### config.mk
export PLATFORM = sky130hd
export DESIGN_NAME = instr_fetch_unit
export DESIGN_NICKNAME = d
export VERILOG_FILES = /design/src/rtl/mp_pkg.sv /design/src/rtl/step_sync.sv /design/src/rtl/instr_fetch_unit.sv
export SDC_FILE = /design/constraint.sdc
export NUM_CORES = 1
export LEC_CHECK = 0
export BUFFER_PORTS_ARGS = -buffer_cell sky130_fd_sc_hd__buf_2
export CORE_ASPECT_RATIO = 0.75
export CORE_MARGIN = 5
export CORE_UTILIZATION = 45
export CTS_BUF_LIST = sky130_fd_sc_hd__clkbuf_4 sky130_fd_sc_hd__clkbuf_8 sky130_fd_sc_hd__clkbuf_16
export CTS_CLUSTER_SIZE = 10
export DETAILED_ROUTE_END_ITERATION = 6
export HOLD_SLACK_MARGIN = 0.06
export RECOVER_POWER = 100
export SETUP_SLACK_MARGIN = 0.3
export SLEW_MARGIN = 20
export SYNTH_ARGS = -nofsm -noshare
export SYNTH_HDL_FRONTEND = slang
export SYNTH_HIERARCHICAL = 1
export SYNTH_SLANG_ARGS = --single-unit
### constraint.sdc
create_clock -name clk -period 2.6 [get_ports clk]
set_input_delay 0.26 -clock clk [delete_from_list [all_inputs] [get_ports clk]]
set_output_delay 0.26 -clock clk [all_outputs]
set_load 0.03 [all_outputs]
### src/rtl/mp_pkg.sv
// Shared definitions for the 8-bit microprocessor: datapath widths, fetch-unit
// state encoding and the default filler instruction.
package mp_pkg;

  localparam int unsigned INSTR_W = 8;
  localparam int unsigned PC_W    = 8;

  localparam logic [INSTR_W-1:0] FILL_INSTR_DEF = 8'h00;

  typedef enum logic [2:0] {
    IDLE,
    LOAD,
    FETCH,
    EXEC,
    CAP,
    HALT
  } state_e;

endpackage

### src/rtl/step_sync.sv
// Two-flop synchroniser for the asynchronous step button plus a rising-edge
// detector producing a single-cycle pulse.
module step_sync (
  input  logic clk,
  input  logic reset,
  input  logic step,
  output logic stepRise
);

  // [0],[1] form the synchroniser; [2] remembers the previous synchronised level.
  logic [2:0] sync_q;

  always_ff @(posedge clk or negedge reset) begin
    if (!reset) begin
      sync_q <= '0;
    end else begin
      sync_q <= {sync_q[1:0], step};
    end
  end

  assign stepRise = sync_q[1] & ~sync_q[2];

endmodule

### src/rtl/instr_fetch_unit.sv
// Instruction fetch unit: loads program memory over a byte stream, then paces
// the core with cpu_en strobes and stops on a branch-to-self.
module instr_fetch_unit
  import mp_pkg::*;
#(
  parameter int unsigned        DEPTH      = 16,
  parameter logic [INSTR_W-1:0] FILL_INSTR = FILL_INSTR_DEF
) (
  input  logic               clk,
  input  logic               reset,
  input  logic               load_valid,
  input  logic [INSTR_W-1:0] load_data,
  input  logic               load_last,
  output logic               load_ready,
  input  logic               run_mode,
  input  logic               step,
  input  logic [PC_W-1:0]    nextPc,
  output logic [INSTR_W-1:0] instruction,
  output logic               cpu_en,
  output logic [PC_W-1:0]    pc,
  output logic [PC_W-1:0]    prog_len,
  output logic               halted
);

  localparam int unsigned IDX_W = $clog2(DEPTH);
  // One extra bit so a full 256-entry memory can still be counted.
  localparam int unsigned CNT_W = PC_W + 1;

  logic [INSTR_W-1:0] mem [DEPTH];

  state_e           state;
  logic [CNT_W-1:0] load_cnt;
  logic             step_rise;
  logic             accept;
  logic             last_entry;
  logic             pc_in_range;
  logic [IDX_W-1:0] wr_idx;
  logic [IDX_W-1:0] rd_idx;

  step_sync u_step_sync (
    .clk      (clk),
    .reset    (reset),
    .step     (step),
    .stepRise (step_rise)
  );

  assign accept      = load_valid & load_ready;
  assign wr_idx      = load_cnt[IDX_W-1:0];
  assign rd_idx      = pc[IDX_W-1:0];
  assign last_entry  = (load_cnt == CNT_W'(DEPTH - 1));
  // Loaded count never exceeds DEPTH, so this also rejects pc >= DEPTH (no wrap).
  assign pc_in_range = ({1'b0, pc} < load_cnt);
  assign prog_len    = load_cnt[CNT_W-1] ? '1 : load_cnt[PC_W-1:0];

  // Program memory is deliberately not reset.
  always_ff @(posedge clk) begin
    if (accept) begin
      mem[wr_idx] <= load_data;
    end
  end

  always_ff @(posedge clk or negedge reset) begin
    if (!reset) begin
      state       <= IDLE;
      load_ready  <= 1'b0;
      instruction <= FILL_INSTR;
      cpu_en      <= 1'b0;
      pc          <= '0;
      load_cnt    <= '0;
      halted      <= 1'b0;
    end else begin
      unique case (state)
        IDLE: begin
          state      <= LOAD;
          load_ready <= 1'b1;
        end
        LOAD: begin
          if (accept) begin
            load_cnt <= load_cnt + 1'b1;
            if (load_last || last_entry) begin
              state      <= FETCH;
              load_ready <= 1'b0;
              pc         <= '0;
            end
          end
        end
        FETCH: begin
          instruction <= pc_in_range ? mem[rd_idx] : FILL_INSTR;
          if (run_mode || step_rise) begin
            state  <= EXEC;
            cpu_en <= 1'b1;
          end
        end
        EXEC: begin
          cpu_en <= 1'b0;
          state  <= CAP;
        end
        CAP: begin
          if (nextPc == pc) begin
            halted <= 1'b1;
            state  <= HALT;
          end else begin
            pc    <= nextPc;
            state <= FETCH;
          end
        end
        HALT: begin
          state <= HALT;
        end
        default: begin
          state <= IDLE;
        end
      endcase
    end
  end

endmodule

==> results of run 1 <==
## area by class of cell
type / instances / area [um2] / share of cell area
multi-input cells: 207 / 1960 / 0.249
flip-flops and latches: 162 / 4700 / 0.595
clock inverters: 11 / 114 / 0.0144
well taps: 205 / 256 / 0.0325
clock buffers: 21 / 455 / 0.0577
inverters: 18 / 67.6 / 0.00856
repair buffers: 75 / 342 / 0.0433
## state kept, by name, summed over array words and instances, names as in the netlist
name	cells
cpu_en	1
halted	1
instruction	8
load_cnt	9
load_ready	1
mem	128
pc	8
state	3
u_step_sync/sync_q	3
## per-layer routing
layer / up-vias / track usage / share of wire
met5: - / 0 / 0
met4: 0 / 0.0528 / 0.011
met3: 12 / 0.0379 / 0.037
met2: 64 / 0.290 / 0.49
met1: 1963 / 0.241 / 0.46
li1: 1714 / - / -
## worst max-delay path, cell delays in order (launching register included)
cell and delay [ns]:
dfrtp_1 0.36, clkbuf_1 0.80, nand2b_1 0.20, a31oi_1 0.08
o21ai_0 0.16, a21o_1 0.30, o21ai_0 0.14
## per-stage QoR
| step | instances | utilization |
|---|---|---|
| finish | 699 | 0.522 |
| global route | 699 | 0.522 |
| CTS | 699 | 0.530 |
| detailed placement | 665 | 0.491 |
| global placement | 665 | 0.491 |
| floorplan | 408 | - |
## cell usage in the layout (no fill, tap or decap), types with 15 or more instances in the layout
cell type	n
edfxtp_1	128
clkbuf_1	53
nand2_1	39
dfrtp_1	33
mux4_1	20
nor2_1	18
inv_1	17
clkbuf_16	17
xnor2_1	16
mux2i_1	16
buf_2	15
## repair_timing
action                                 in CTS  in global routing
hold buffers                                2                  0
buffers inserted                            0                  0
endpoints found under the hold margin      35                  0
## worst max path at each step
stage | slack (ns) | endpoint | startpoint | depth (start not counted)
after floorplan | 0.63 | load_cnt[8] | load_ready | 6
after global placement | 0.68 | instruction[5] | pc[2] | 5
after detailed placement | 0.61 | instruction[5] | pc[3] | 5
after CTS | 0.62 | instruction[5] | pc[3] | 5
after global routing | 0.28 | instruction[3] | pc[0] | 6
final | 0.41 | instruction[5] | pc[0] | 6
## where the power goes
| group | switching (W) | internal (W) |
|---|---|---|
| Combinational | 0.00141 | 0.000965 |
| Clock | 0.000970 | 0.00145 |
| Sequential | 0.000296 | 0.00316 |
## cells by family after synthesis
group / count (synthesis) / share of synthesized area
XOR/XNOR: 16 / 0.0204
buffers and inverters: 39 / 0.0317
AND/OR/NAND/NOR: 90 / 0.0622
flip-flops: 162 / 0.683
AO/OA/AOI/OAI: 34 / 0.0308
adder cells (fa/ha/maj): 11 / 0.0200
multiplexers: 56 / 0.152
==> run_results.csv, run 1 <==
group,metric,value,unit
placement,dp_slack,0.612,ns
setup_path,r2r_end,"instruction[5]",
floorplanning,num_rows,39,
sta,final-setup-viol-count,0,
power_and_ir_drop,peakVddDrop,0.000481,V
detailed_routing,drc_errors,0,
detailed_routing,wl_per_cell,21.2,um
setup_path,cp-end-kind,"register",
floorplanning,coreArea,0.0151,mm2
detailed_routing,drtAntennaViolNets,0,
floorplanning,die_y,117,um
floorplanning,start_util,0.455,
run,drv_cap,0,
sta,clock.fmax,457,MHz
global_route,grt_overflow,0,
synthesis,synth.most_common_cell,"edfxtp_1",
synthesis,syn_nets,441,
sta,post-route-period-util,0.842,
hold_path,hold_start,"nextPc[7]",
clock_network,cts.sinks,162,
detailed_routing,vias_per_cell,5.37,
hold_path,whs_path_depth,3,
power_and_ir_drop,power.density,1040,mW/mm2
status,status,"complete, no violations",
synthesis,synthDistinctLibCells,48,
global_route,grt_pass1_wl,22900,um
placement,dp_hpwl,9950,um
sta,fin_setup_tns,0,ns
global_route,grt_antenna_before_repair,0,
synthesis,netlist_instances,408,
clock_network,cts-buffers-inserted,17,
clock_network,clk_path_buf_depth,2,
synthesis,synthTopCellsByCount,"edfxtp_1 (128), nand2_1 (39), dfrtp_1 (34), mux4_1 (20), nor2_1 (18)",
power_and_ir_drop,design_power_total,0.00824,W
setup_path,worstSetupStartpointType,"register",
clock_network,cts_tree,"built",
setup_path,worstPathRequired,2.88,ns
synthesis,synth-seq-area-share,0.683,
synthesis,synth-seq-cells,162,
sta,hold_ws,0.0946,ns
detailed_routing,wl,14800,um
sta,period_needed,2.19,ns
sta,rsz0062_at_grt,"no",
synthesis,synthesis.area,0.00688,mm2
synthesis,yosysTopAreaCell,"edfxtp_1",
synthesis,synth_area_leaders,"edfxtp_1 (56%), dfrtp_1 (12%), mux4_1 (7.6%)",
sta,maxSlewHeadroom,0.291,
final_layout,drive_above_1_share,0.154,
clock_network,ctsResizeCount,0,
detailed_routing,num_vias,3753,
detailed_routing,dr.first_iter.drc_count,280,
clock_network,clockRootBuffer,"clkbuf_16",
sta,finalHoldViolCount,0,
placement,io_buffers,48,
synthesis,synth_edf_count,128,
synthesis,synth_area_per_cell,16.9,um2
final_layout,fillCellCount,1282,
power_and_ir_drop,p_leak,2.84,nW
floorplanning,dieWidth,153,um
synthesis,ys_dominant_reg_cell,"edfxtp_1",
final_layout,area_growth,14.8,%
synthesis,ys_async_sr_fraction,0.210,
final_layout,num_antenna_cells,0,
sta,worst_pin_slew,1.06,ns
placement,place.gp.congestion,0.805,
sta,slew_violations,0,
final_layout,design_area,0.00789,mm2
global_route,grt_util_all_layers,0.176,
setup_path,crit_fanout,19,
setup_path,reg2reg_slack,0.41,ns
floorplanning,die_area,0.0179,mm2
clock_network,h-tree-depth,4,
sta,fin_skew,0.0169,ns
hold_path,whs_endpoint,"pc[7]",
placement,placed_area,0.00742,mm2
sta,layout_setup_ws,0.411,ns
detailed_routing,dr.pass1.iters,4,
floorplanning,io_pins,49,
clock_network,clk_pin_slew,0.06,ns
clock_network,insertion_delay,0.43,ns
final_layout,finalNetCount,514,
synthesis,ys_warn_count,6,
hold_path,hp-class,"input pin to register",
setup_path,timing.rr.start,"pc[0]",
setup_path,worst_ep_arrival_time,2.47,ns
global_route,grt_pass1_vias,3802,
setup_path,r2r_cells,6,
synthesis,synth_top_area_frac,0.559,
global_route,grt_max_degree,35,
setup_path,crit_type,"register to register",
(Power assumes the default switching activity.)
==> inputs of run 2 (changes only) <==
==> constraint.sdc (replaced) <==
create_clock -name clk -period 1.9 [get_ports clk]
set_input_delay 0.19 -clock clk [delete_from_list [all_inputs] [get_ports clk]]
set_output_delay 0.19 -clock clk [all_outputs]
set_load 0.03 [all_outputs]
==> run_results.csv, run 2 (same netlist as run 1, synthesis figures left out) <==
group,metric,value,unit
status,status,"complete, no violations",
clock_network,cts_tree,"built",
clock_network,clk_pin_slew,0.06,ns
global_route,grt_antenna_before_repair,0,
clock_network,clk_path_buf_depth,2,
sta,maxSlewHeadroom,0.189,
clock_network,h-tree-depth,4,
clock_network,cts.sinks,162,
setup_path,worstSetupStartpointType,"register",
detailed_routing,wl,15600,um
power_and_ir_drop,p_leak,3.04,nW
sta,fin_skew,0.00784,ns
floorplanning,die_y,117,um
clock_network,insertion_delay,0.42,ns
setup_path,cp-end-kind,"register",
global_route,grt_util_all_layers,0.181,
power_and_ir_drop,power.density,1460,mW/mm2
detailed_routing,dr.pass1.iters,5,
setup_path,crit_type,"register to register",
sta,finalHoldViolCount,0,
setup_path,worstPathRequired,2.20,ns
sta,layout_setup_ws,0.0579,ns
global_route,grt_pass1_vias,3908,
sta,clock.fmax,543,MHz
detailed_routing,dr.first_iter.drc_count,318,
run,drv_cap,0,
sta,final-setup-viol-count,0,
detailed_routing,drc_errors,0,
sta,slew_violations,0,
global_route,grt_max_degree,26,
hold_path,whs_path_depth,4,
detailed_routing,vias_per_cell,5.33,
setup_path,crit_fanout,8,
placement,dp_hpwl,10100,um
final_layout,layout_commonest_cell,"edfxtp_1",
final_layout,fillCellCount,1236,
power_and_ir_drop,design_power_total,0.0122,W
setup_path,worst_ep_arrival_time,2.14,ns
placement,dp_slack,-0.00610,ns
final_layout,drive_above_1_share,0.318,
floorplanning,start_util,0.455,
clock_network,clockRootBuffer,"clkbuf_16",
sta,hold_ws,0.174,ns
final_layout,finalNetCount,549,
clock_network,cts-buffers-inserted,17,
sta,post-route-period-util,0.970,
final_layout,largest_register_ffs,128,
floorplanning,dieWidth,153,um
global_route,grt_overflow,0,
placement,place.gp.congestion,0.780,
final_layout,top_register,"mem",
hold_path,hp-class,"input pin to register",
floorplanning,num_rows,39,
floorplanning,io_pins,49,
floorplanning,die_area,0.0179,mm2
global_route,grt_pass1_wl,23600,um
detailed_routing,wl_per_cell,21.3,um
final_layout,reg.largest.list,"mem: 128 flops, load_cnt: 9 flops",
power_and_ir_drop,peakVddDrop,0.000759,V
sta,rsz0062_at_grt,"yes",
placement,io_buffers,48,
final_layout,layout_common_cells,"edfxtp_1 (128), nand2_1 (38), clkbuf_1 (33), dfrtp_1 (28), mux4_2 (27)",
sta,worst_pin_slew,1.22,ns
sta,period_needed,1.84,ns
final_layout,area_growth,22.3,%
final_layout,num_antenna_cells,0,
setup_path,r2r_cells,8,
detailed_routing,drtAntennaViolNets,0,
detailed_routing,num_vias,3910,
floorplanning,coreArea,0.0151,mm2
[run 2: where the power goes]
group | switching [W] | internal (W)
registers | 0.000420 | 0.00433
clock network | 0.00131 | 0.00211
logic | 0.00221 | 0.00186
total | 0.00394 | 0.00830
[run 2: area by class of cell]
type	count	area (um2)	area share
clock buffer	21	455	0.0542
multi-input combinational	207	2080	0.247
tap	205	256	0.0305
timing repair buffer	110	708	0.0842
sequential	162	4700	0.559
inverter	18	70.1	0.00833
clock inverter	11	136	0.0162
[run 2: worst paths after layout]
path,from,end,slack (ns)
worst max register to register,pc[2],instruction[5],0.06
min in group asynchronous,reset,load_cnt[6],0.55
worst max-delay path,pc[2],instruction[5],0.06
worst min-delay path,run_mode,cpu_en,0.17
worst min register to register,u_step_sync/sync_q[0],u_step_sync/sync_q[1],0.36
max in group asynchronous,reset,instruction[3],0.44
[run 2: worst max-delay path, stage by stage, from the launching register on]
cell	delay, ns
dfrtp_2	0.46
buf_12	0.16
buf_6	0.12
mux4_2	0.50
mux2i_1	0.14
buf_4	0.14
nand2_1	0.05
o21ai_1	0.08
o21ai_1	0.06
[run 2: repair_timing]
item,in CTS,in global routing
buffers inserted,6,6
hold buffers,10,0
hold endpoints to repair,27,0
pin swaps,3,9
gates resized for setup,35,42
setup endpoints to repair,93,136
cloned,0,0
[run 2: per-layer routing]
| metal | track usage | vias to the layer above | routed length, um | part of all wire |
|---|---|---|---|---|
| li1 | - | 1773 | - | - |
| met1 | 0.266 | 2006 | 7440 | 0.48 |
| met2 | 0.270 | 120 | 7010 | 0.45 |
| met3 | 0.0434 | 11 | 962 | 0.062 |
| met4 | 0.0599 | 0 | 195 | 0.012 |
| met5 | 0 | - | 0 | 0 |
[run 2: metrics by stage]
step / TNS, ns / instance area (um2) / instances / util
finish: 0 / 8410 / 734 / 0.556
global route: -0.0804 / 8410 / 734 / 0.556
CTS: 0 / 8460 / 728 / 0.559
detailed placement: -0.00610 / 7590 / 680 / 0.502
global placement: 0 / 7590 / 680 / 0.502
floorplan: 0 / 6900 / 408 / -
